--- config.mk ---
export PLATFORM = sky130hd
export DESIGN_NAME = result_collector_flat
export DESIGN_NICKNAME = d
export VERILOG_FILES = /design/src/rtl/result_collector_if.sv /design/src/rtl/result_collector.sv /design/src/flat_wrapper.sv
export SDC_FILE = /design/constraint.sdc
export NUM_CORES = 1
export LEC_CHECK = 0
export ABC_AREA = 1
export CAP_MARGIN = 20
export CELL_PAD_IN_SITES_DETAIL_PLACEMENT = 0
export CELL_PAD_IN_SITES_GLOBAL_PLACEMENT = 1
export CORE_UTILIZATION = 41
export CTS_CLUSTER_SIZE = 14
export DETAILED_ROUTE_END_ITERATION = 6
export PLACE_DENSITY = 0.86
export SYNTH_ARGS = -nofsm -noshare
export SYNTH_HDL_FRONTEND = slang
export SYNTH_SLANG_ARGS = --single-unit
--- constraint.sdc ---
create_clock -name clk -period 1.8 [get_ports clk]
set_input_delay 0.27 -clock clk [delete_from_list [all_inputs] [get_ports clk]]
set_output_delay 0.27 -clock clk [all_outputs]
set_load 0.02 [all_outputs]
--- src/rtl/result_collector_if.sv ---
// result_collector_if
//   Bundles the array drain side (per-column result words and strobes) and the
//   host read port of the result collector.
//   master : drives data_in/valid_in and rd_en/rd_addr, receives rd_data/rd_valid
//   slave  : the collector itself
interface result_collector_if #(
  parameter int MATRIX_SIZE = 2,
  parameter int DATA_SIZE   = 32
);
  localparam int NUM_WORDS = MATRIX_SIZE * MATRIX_SIZE;
  localparam int ADDR_W    = (NUM_WORDS > 1) ? $clog2(NUM_WORDS) : 1;

  logic [MATRIX_SIZE-1:0][DATA_SIZE-1:0] data_in;
  logic [MATRIX_SIZE-1:0]                valid_in;
  logic                                  rd_en;
  logic [ADDR_W-1:0]                     rd_addr;
  logic [DATA_SIZE-1:0]                  rd_data;
  logic                                  rd_valid;

  modport master (
    output data_in, valid_in, rd_en, rd_addr,
    input  rd_data, rd_valid
  );

  modport slave (
    input  data_in, valid_in, rd_en, rd_addr,
    output rd_data, rd_valid
  );
endinterface

--- src/rtl/result_collector.sv ---
// result_collector
//   Captures the per-column results draining from the bottom of a
//   MATRIX_SIZE x MATRIX_SIZE systolic array into a row-major result memory,
//   flags completion when every column has delivered MATRIX_SIZE words, and
//   offers a registered read port for unloading the matrix.
//
// Ports
//   clk      : clock, rising edge
//   reset    : asynchronous active-low reset
//   enable   : run qualifier; low returns to IDLE and clears counters/overflow
//   bus      : drain strobes/data and read port (slave modport)
//   busy     : high in COLLECT
//   done     : high in DONE
//   overflow : sticky, a strobe arrived for an already full column
//
// state   | meaning
// --------+--------------------------------------------------------------
// IDLE    | waiting for enable; strobes ignored
// COLLECT | columns write results independently as their strobes arrive
// DONE    | every column full; any strobe flags overflow, nothing written
module result_collector #(
  parameter int MATRIX_SIZE = 2,
  parameter int DATA_SIZE   = 32
) (
  input  logic                     clk,
  input  logic                     reset,
  input  logic                     enable,
  result_collector_if.slave        bus,
  output logic                     busy,
  output logic                     done,
  output logic                     overflow
);

  localparam int NUM_WORDS = MATRIX_SIZE * MATRIX_SIZE;
  localparam int ADDR_W    = (NUM_WORDS > 1) ? $clog2(NUM_WORDS) : 1;
  localparam int CNT_W     = $clog2(MATRIX_SIZE + 1);
  localparam logic [CNT_W-1:0] CNT_FULL = CNT_W'(MATRIX_SIZE);

  typedef enum logic [1:0] {
    IDLE    = 2'd0,
    COLLECT = 2'd1,
    DONE    = 2'd2
  } state_t;

  state_t               state_q, state_d;
  logic [CNT_W-1:0]     cnt_q [MATRIX_SIZE];
  logic [CNT_W-1:0]     cnt_d [MATRIX_SIZE];
  logic [DATA_SIZE-1:0] mem_q [NUM_WORDS];
  logic [DATA_SIZE-1:0] mem_d [NUM_WORDS];
  logic                 overflow_q, overflow_d;
  logic                 rd_valid_q, rd_valid_d;
  logic [DATA_SIZE-1:0] rd_data_q, rd_data_d;
  logic                 all_full;

  // Row-major location of the next result of a column: row*MATRIX_SIZE+col.
  function automatic logic [ADDR_W-1:0] wr_addr(input logic [CNT_W-1:0] row, input int col);
    return ADDR_W'(int'(row) * MATRIX_SIZE + col);
  endfunction

  always_comb begin
    state_d    = state_q;
    cnt_d      = cnt_q;
    mem_d      = mem_q;
    overflow_d = overflow_q;
    all_full   = 1'b1;

    // Read uses mem_q, so a same-edge write to the same address reads old data.
    rd_valid_d = bus.rd_en;
    rd_data_d  = rd_data_q;
    if (bus.rd_en) begin
      if (int'(bus.rd_addr) < NUM_WORDS) begin
        rd_data_d = mem_q[bus.rd_addr];
      end else begin
        rd_data_d = '0;
      end
    end

    unique case (state_q)
      IDLE: begin
        state_d = COLLECT;
      end
      COLLECT: begin
        // Each column advances on its own strobe, absorbing array skew.
        for (int j = 0; j < MATRIX_SIZE; j++) begin
          if (bus.valid_in[j]) begin
            if (cnt_q[j] != CNT_FULL) begin
              mem_d[wr_addr(cnt_q[j], j)] = bus.data_in[j];
              cnt_d[j] = cnt_q[j] + 1'b1;
            end else begin
              overflow_d = 1'b1;
            end
          end
        end
        for (int j = 0; j < MATRIX_SIZE; j++) begin
          if (cnt_d[j] != CNT_FULL) begin
            all_full = 1'b0;
          end
        end
        if (all_full) begin
          state_d = DONE;
        end
      end
      DONE: begin
        if (|bus.valid_in) begin
          overflow_d = 1'b1;
        end
      end
      default: begin
        state_d = IDLE;
      end
    endcase

    // Dropping enable aborts collection but keeps the memory readable.
    if (!enable) begin
      state_d    = IDLE;
      overflow_d = 1'b0;
      for (int j = 0; j < MATRIX_SIZE; j++) begin
        cnt_d[j] = '0;
      end
    end
  end

  always_ff @(posedge clk or negedge reset) begin
    if (!reset) begin
      state_q    <= IDLE;
      overflow_q <= 1'b0;
      rd_valid_q <= 1'b0;
      rd_data_q  <= '0;
      for (int j = 0; j < MATRIX_SIZE; j++) begin
        cnt_q[j] <= '0;
      end
      for (int i = 0; i < NUM_WORDS; i++) begin
        mem_q[i] <= '0;
      end
    end else begin
      state_q    <= state_d;
      overflow_q <= overflow_d;
      rd_valid_q <= rd_valid_d;
      rd_data_q  <= rd_data_d;
      cnt_q      <= cnt_d;
      mem_q      <= mem_d;
    end
  end

  assign busy         = (state_q == COLLECT);
  assign done         = (state_q == DONE);
  assign overflow     = overflow_q;
  assign bus.rd_valid = rd_valid_q;
  assign bus.rd_data  = rd_data_q;

endmodule

--- src/flat_wrapper.sv ---
// flat-port wrapper written by rule: the top's interface ports become plain ports
module result_collector_flat 
#(
  parameter int MATRIX_SIZE = 2,
  parameter int DATA_SIZE   = 32
)
  (clk, reset, enable, busy, done, overflow, bus_data_in, bus_valid_in, bus_rd_en, bus_rd_addr, bus_rd_data, bus_rd_valid);
  result_collector_if #(.MATRIX_SIZE(MATRIX_SIZE), .DATA_SIZE(DATA_SIZE)) bus_i ();
  input  logic clk;
  input  logic reset;
  input  logic enable;
  output logic busy;
  output logic done;
  output logic overflow;
  input wire logic [$bits(bus_i.data_in)-1:0] bus_data_in;
  input wire logic [$bits(bus_i.valid_in)-1:0] bus_valid_in;
  input wire logic [$bits(bus_i.rd_en)-1:0] bus_rd_en;
  input wire logic [$bits(bus_i.rd_addr)-1:0] bus_rd_addr;
  output wire logic [$bits(bus_i.rd_data)-1:0] bus_rd_data;
  output wire logic [$bits(bus_i.rd_valid)-1:0] bus_rd_valid;
  assign bus_i.data_in = bus_data_in;
  assign bus_i.valid_in = bus_valid_in;
  assign bus_i.rd_en = bus_rd_en;
  assign bus_i.rd_addr = bus_rd_addr;
  assign bus_rd_data = bus_i.rd_data;
  assign bus_rd_valid = bus_i.rd_valid;
  result_collector #(.MATRIX_SIZE(MATRIX_SIZE), .DATA_SIZE(DATA_SIZE)) u_core (.clk(clk), .reset(reset), .enable(enable), .bus(bus_i), .busy(busy), .done(done), .overflow(overflow));
endmodule
### After elaboration in Yosys (flattened, before gate mapping)

Cells that the tools add are included.

| word-level totals | value |
|---|---|
| register bits after elaboration | 168 |
| bits of input ports | 72 |
| output and inout port bits | 36 |
| logic and storage cells | 73 |

| operators by class | value |
|---|---|
| add/sub/neg operators | 3 |
| magnitude comparators | 5 |
| equality and inequality tests | 11 |
| multiplexer cells | 35 |
| bitwise logic cells | 3 |
| reduce and logical (&&, ||, !) cells | 6 |

Operator list:

| kind | number |
|---|---|
| 128-bit two-way mux | 5 |
| 128-bit bitwise mux | 2 |
| 32-bit demux with 2-bit select | 2 |
| 32-bit two-way mux | 4 |
| 32-bit binary-select mux with 2-bit select | 1 |
| 2-bit two-way mux | 8 |
| 2-bit != test (second input constant) | 5 |
| 3-bit >= comparator (second input constant) | 3 |
| 1-bit two-way mux | 9 |
| 2-bit NOT with 3-bit output | 3 |
| 4-bit two-way mux | 2 |
| 2-bit by 1-bit adder with 2-bit output (second input constant) | 3 |
| 3-bit by 1-bit < comparator with 1-bit output (second input constant) | 2 |
| 3-bit by 2-bit != test with 1-bit output (second input constant) | 2 |
| 2-bit one-hot mux with 3 select lines | 1 |
| 2-bit AND reduction | 2 |
| 3-bit by 1-bit != test with 1-bit output (second input constant) | 1 |
| 2-bit by 1-bit == test with 1-bit output (second input constant) | 1 |
| 2-bit == test (second input constant) | 1 |
| 1-bit logical AND | 2 |
| 2-bit zero test | 1 |
| 2-bit by 1-bit != test with 1-bit output (second input constant) | 1 |
| 1-bit one-hot mux with 2 select lines | 1 |
| 2-bit OR reduction | 1 |

### Depth between registers and ports, before layout

| depth | value |
|---|---|
| word-level depth | 12 |
| mapped depth | 9 |
| mapped depth without buffers | 9 |

### Worst setup path after synthesis

OpenSTA, ideal clock, no wires.

| timing path | value |
|---|---|
| path type | flip-flop to flip-flop |
| start | register u_core.cnt_q[0] in the netlist's numbering |
| end | register u_core.mem_q[2] in the netlist's numbering |
| setup time | 0.121 ns |
| data arrival time | 1.349 ns |
| required time | 1.679 ns |
| setup slack | 0.330 ns |
| cell stages (with the launch flop) | 8 |
| path buffers | 1 |
| clock period less this slack | 1.470 ns |
| cells stage by stage | dfrtp_1 inv_1 ha_1 nor2_4 nand2_4 nor2_8 buf_4 o21ai_1 |

| between the ends | value |
|---|---|
| cells in the longest elaborated chain, start to end | 9 |
| elaborated cells between the ends (all ways) | 11 |
| classes of those cells | add/sub (1); order compare (2); eq/ne (1); mux (5); bitwise (1); reduce/logical (1) |

Ends and longest elaborated chain:

| element | line | text |
|---|---|---|
| start, declared | result_collector.sv:46 | `logic [CNT_W-1:0] cnt_q [MATRIX_SIZE];` |
| start signal, assigned | result_collector.sv:140 | `cnt_q <= cnt_d;` |
| 2-bit by 1-bit adder with 2-bit output | result_collector.sv:57 | `return ADDR_W'(int'(row) * MATRIX_SIZE + col);` |
| 2-bit NOT with 3-bit output (implied by the code) | result_collector.sv:87 | `mem_d[wr_addr(cnt_q[j], j)] = bus.data_in[j];` |
| 3-bit >= comparator (implied by the code) / 3-bit by 1-bit < comparator with 1-bit output (equally long branches) | result_collector.sv:87 |  |
| 1-bit logical AND (implied by the code) | result_collector.sv:87 |  |
| 32-bit two-way mux (implied by the code) | result_collector.sv:87 |  |
| 32-bit demux with 2-bit select | result_collector.sv:87 |  |
| 128-bit bitwise mux | result_collector.sv:87 |  |
| 128-bit two-way mux * | result_collector.sv:86 | `if (cnt_q[j] != CNT_FULL) begin` |
| 128-bit two-way mux * | result_collector.sv:85 | `if (bus.valid_in[j]) begin` |
| end signal, assigned | result_collector.sv:141 | `mem_q <= mem_d;` |
| end, declared | result_collector.sv:48 | `logic [DATA_SIZE-1:0] mem_q [NUM_WORDS];` |

Mark *: on every way between the ends. The rest lies on a longest branch, timed or not.
A chain may end at the register's enable or synchronous reset.

### Worst setup path in the final report

| timing path | value |
|---|---|
| start | register u_core.rd_data_q[31] (netlist: u_core.bus.rd_data[31]) |
| end | output bus_rd_data[31] |

RTL lines:

| element | line | text |
|---|---|---|
| start, declared | result_collector.sv:52 | `logic [DATA_SIZE-1:0] rd_data_q, rd_data_d;` |
| start signal, assigned | result_collector.sv:139 | `rd_data_q <= rd_data_d;` |
| end, declared | flat_wrapper.sv:19 | `output wire logic [$bits(bus_i.rd_data)-1:0] bus_rd_data;` |

No word-level cell between the ends.

==> metrics.yaml <==
outcome:
  status: "finished with violations"
  violations: "design-rule violations"
routing:
  ant_nets: 0
  route.detailed.drc: 12
  drt_iter0_drc: 362
  drt_wl_total_um: 19200
  avgViaCountPerCell: 4.957
  avgRoutedWirePerCell_um: 15.08
  drt_pass1_iterations: 7
  vias: 6310
sta:
  finalCriticalPeriod_ns: 1.717
  slew_headroom: 0.6869
  timing.fmax_ghz: 0.5825
  min_period_over_period: 0.9538
  finalMaxSlewViolations: 0
  setup_viol: 0
  hold_ws_ns: 0.3060
  finalHoldViolCount: 0
  fin_worst_skew_ns: 0.006753
  fin_ws_ns: 0.08323
  tns_ns: 0
  tightest_slew_ns: 0.4696
  grt_setup_unrepaired: "no"
place:
  portBuffers: 107
  place_inst: 1240
  place_congestion: 0.7796
  preCtsSetupSlack_ns: 0.07158
  place_hpwl_um: 12540
power_and_ir_drop:
  power_leakage_nw: 4.773
  ir_drop_v: 0.0007652
  power_density_nw_per_um2: 1169
global_routing:
  grt_overflow_total: 0
  grt_pass1_vias: 6194
  grt_max_degree: 93
  track_usage: 0.2103
  grt_pass1_wl_um: 31610
  antenna_found_initial: 0
clock_network:
  cts_tree: "done"
  post_cts_buffers: 0
  insertion_delay_ns: 0.43
  clock-root-buffer: "clkbuf_16"
  cts_buffer_depth: 2
  h-tree-depth: 4
  numCtsBuffers: 17
  clk_pin_slew_ns: 0.06
  clock-sinks: 168
synth:
  syn-num-nets: 1010
  async_reset_ff_frac: 1.000
  synth.top_cell.area_share: 0.5491
  yosys_warnings: 0
  synthTopCellsByArea: "dfrtp_1 (55%), nand2_1 (18%), o211ai_1 (6.3%), inv_1 (4.0%), o21ai_0 (2.4%)"
  postSynthAreaPerCell_sq_um: 8.197
  ys_seq_area_frac: 0.5491
  synthDistinctLibCells: 22
  yosys_most_used_dff: "dfrtp_1"
  netlist_area_sq_um: 7656
  syn_inst: 934
  synth_seq_cells: 168
  synth_top_area_cell: "dfrtp_1"
  synth_edf_count: 0
hold_path:
  hold_depth: 5
  min-delay-start: "bus_rd_addr[1]"
  hold_path_class: "primary input to register"
layout:
  nets: 1107
  drive_gt1_frac: 0.06897
  antennaDiodeCount: 0
  multi_input_area_sq_um: 2870
  syn_to_final_growth_pct: 26.34
  ff_latch_area_sq_um: 4204
  final_cells: 1273
  fill_cells: 1709
critical_path:
  crit_family: "buffers and inverters"
  worstSetupPathType: "register to output pin"
  cp.required_ns: 1.53
  endpoint_kind: "output pin"
  cpPeakStageDelay_ns: 0.63
  startpoint: "u_core.bus.rd_data[31]"
  start_kind: "register"
  critical_path.cell_chain: "clkdlybuf4s50_1"
  path_depth: 1
  cp_data_arrival_time_ns: 1.45
  critPathSlowestCell: "clkdlybuf4s50_1"
  r2r_cells: 7
  r2r-start: "u_core.state_q[1]"
  crit_fanout: 2
  cp.buffers_inverters: 1
die:
  fp.coreArea_sq_um: 18150
  boundaryPins: 108
  initial_core_util: 0.4219
  die_h_um: 138.7
  dieArea_sq_um: 19220
  die_w_um: 138.7
  placementRows: 49
job:
  drv_cap: 0
## where the power goes
group / switching [mW] / internal (mW) / leakage, nW / total [mW]
Combinational: 1.45 / 1.06 / 2.47 / 2.51
Clock: 1.54 / 2.06 / 0.270 / 3.60
Sequential: 0.423 / 4.78 / 2.03 / 5.20
## cells by family (layout without fill, tap and decap cells)
family / count (synthesis) / in the layout / synth area share
flops: 168 / 168 / 0.5491
compound gates: 167 / 167 / 0.1304
fa+ha+maj: 4 / 4 / 0.006537
buf+inv: 141 / 251 / 0.07861
simple gates: 454 / 454 / 0.2353
## state kept, by name, summed over array words and instances (netlist names)
register and flops:
u_core.bus.rd_valid 1, u_core.state_q 2, u_core.overflow 1, u_core.cnt_q 4
u_core.mem_q 128, u_core.bus.rd_data 32
## worst paths after layout
kind / endpoint / slack (ns)
setup / recovery: bus_rd_data[31] / 0.08
hold / removal: u_core.bus.rd_data[31] / 0.31
setup reg to reg: u_core.mem_q[7] / 0.25
hold reg to reg: u_core.mem_q[97] / 0.47
max in group asynchronous: u_core.mem_q[79] / 0.79
min in group asynchronous: u_core.mem_q[89] / 0.36
## Yosys cell counts (2+ instances only)
cell type and count:
nand2_1 374, dfrtp_1 168, inv_1 82, o211ai_1 64, nor2_1 37, o21ai_0 37
nand3_1 36, a21oi_1 34, o21ai_1 30, clkbuf_1 24, buf_2 19, buf_4 7
buf_1 6, ha_1 4, buf_6 3, nor2_2 2, o22ai_1 2
## per-stage QoR
step / area, sq um / total power, mW / util
2_1_floorplan: 7656 / 6.744 / -
3_3_place_gp: 9084 / 7.702 / 0.5006
3_5_place_dp: 9084 / 7.783 / 0.5006
4_1_cts: 9672 / 11.42 / 0.5330
5_1_grt: 9673 / 11.98 / 0.5330
6_report: 9673 / 11.31 / 0.5330
## cell usage in the layout, fill, tap and decap left out
master / netlist / layout
nand3_4: 1 / 1
inv_1: 82 / 82
ha_1: 4 / 3
nand2_2: 0 / 1
clkinvlp_4: 0 / 4
nand2_1: 374 / 373
o21ai_0: 37 / 37
buf_2: 19 / 2
nor2_8: 1 / 1
bufinv_16: 0 / 2
clkinv_2: 0 / 1
nand3_1: 36 / 35
clkbuf_16: 0 / 17
buf_6: 3 / 1
nor2_1: 37 / 37
inv_6: 0 / 2
a21oi_1: 34 / 34
buf_12: 0 / 11
clkinv_4: 0 / 4
o21ai_1: 30 / 30
nor2_4: 1 / 3
nand4_1: 1 / 1
ha_2: 0 / 1
clkdlybuf4s50_1: 0 / 101
o22ai_1: 2 / 2
dlygate4sd3_1: 0 / 1
clkbuf_1: 24 / 2
buf_4: 7 / 19
nand2_4: 1 / 1
nand3_2: 0 / 1
o211ai_1: 64 / 64
dfrtp_1: 168 / 168
clkdlybuf4s15_1: 0 / 1
dlygate4sd2_1: 0 / 1
## layer usage
metal,vias up,GRT usage,wire (um)
li1,3165,-,-
met1,2977,0.2870,9100
met2,150,0.3385,8888
met4,0,0.05906,265
met5,-,0,0
met3,18,0.04593,943
## layout make-up
| type | instances | area share |
|---|---|---|
| Sequential cell | 168 | 0.4346 |
| Multi-Input combinational cell | 625 | 0.2967 |
| Timing Repair Buffer | 137 | 0.1472 |
| Clock buffer | 19 | 0.04475 |
| Inverter | 82 | 0.03182 |
| Tap cell | 229 | 0.02962 |
| Clock inverter | 13 | 0.01526 |
## timing repair
item                                    4_1_cts  5_1_grt
hold buffers                                  1        0
endpoints found under the setup margin        2        1
endpoints found under the hold margin        42        0
resized for setup                             2        1
(Power assumes the default switching activity.)
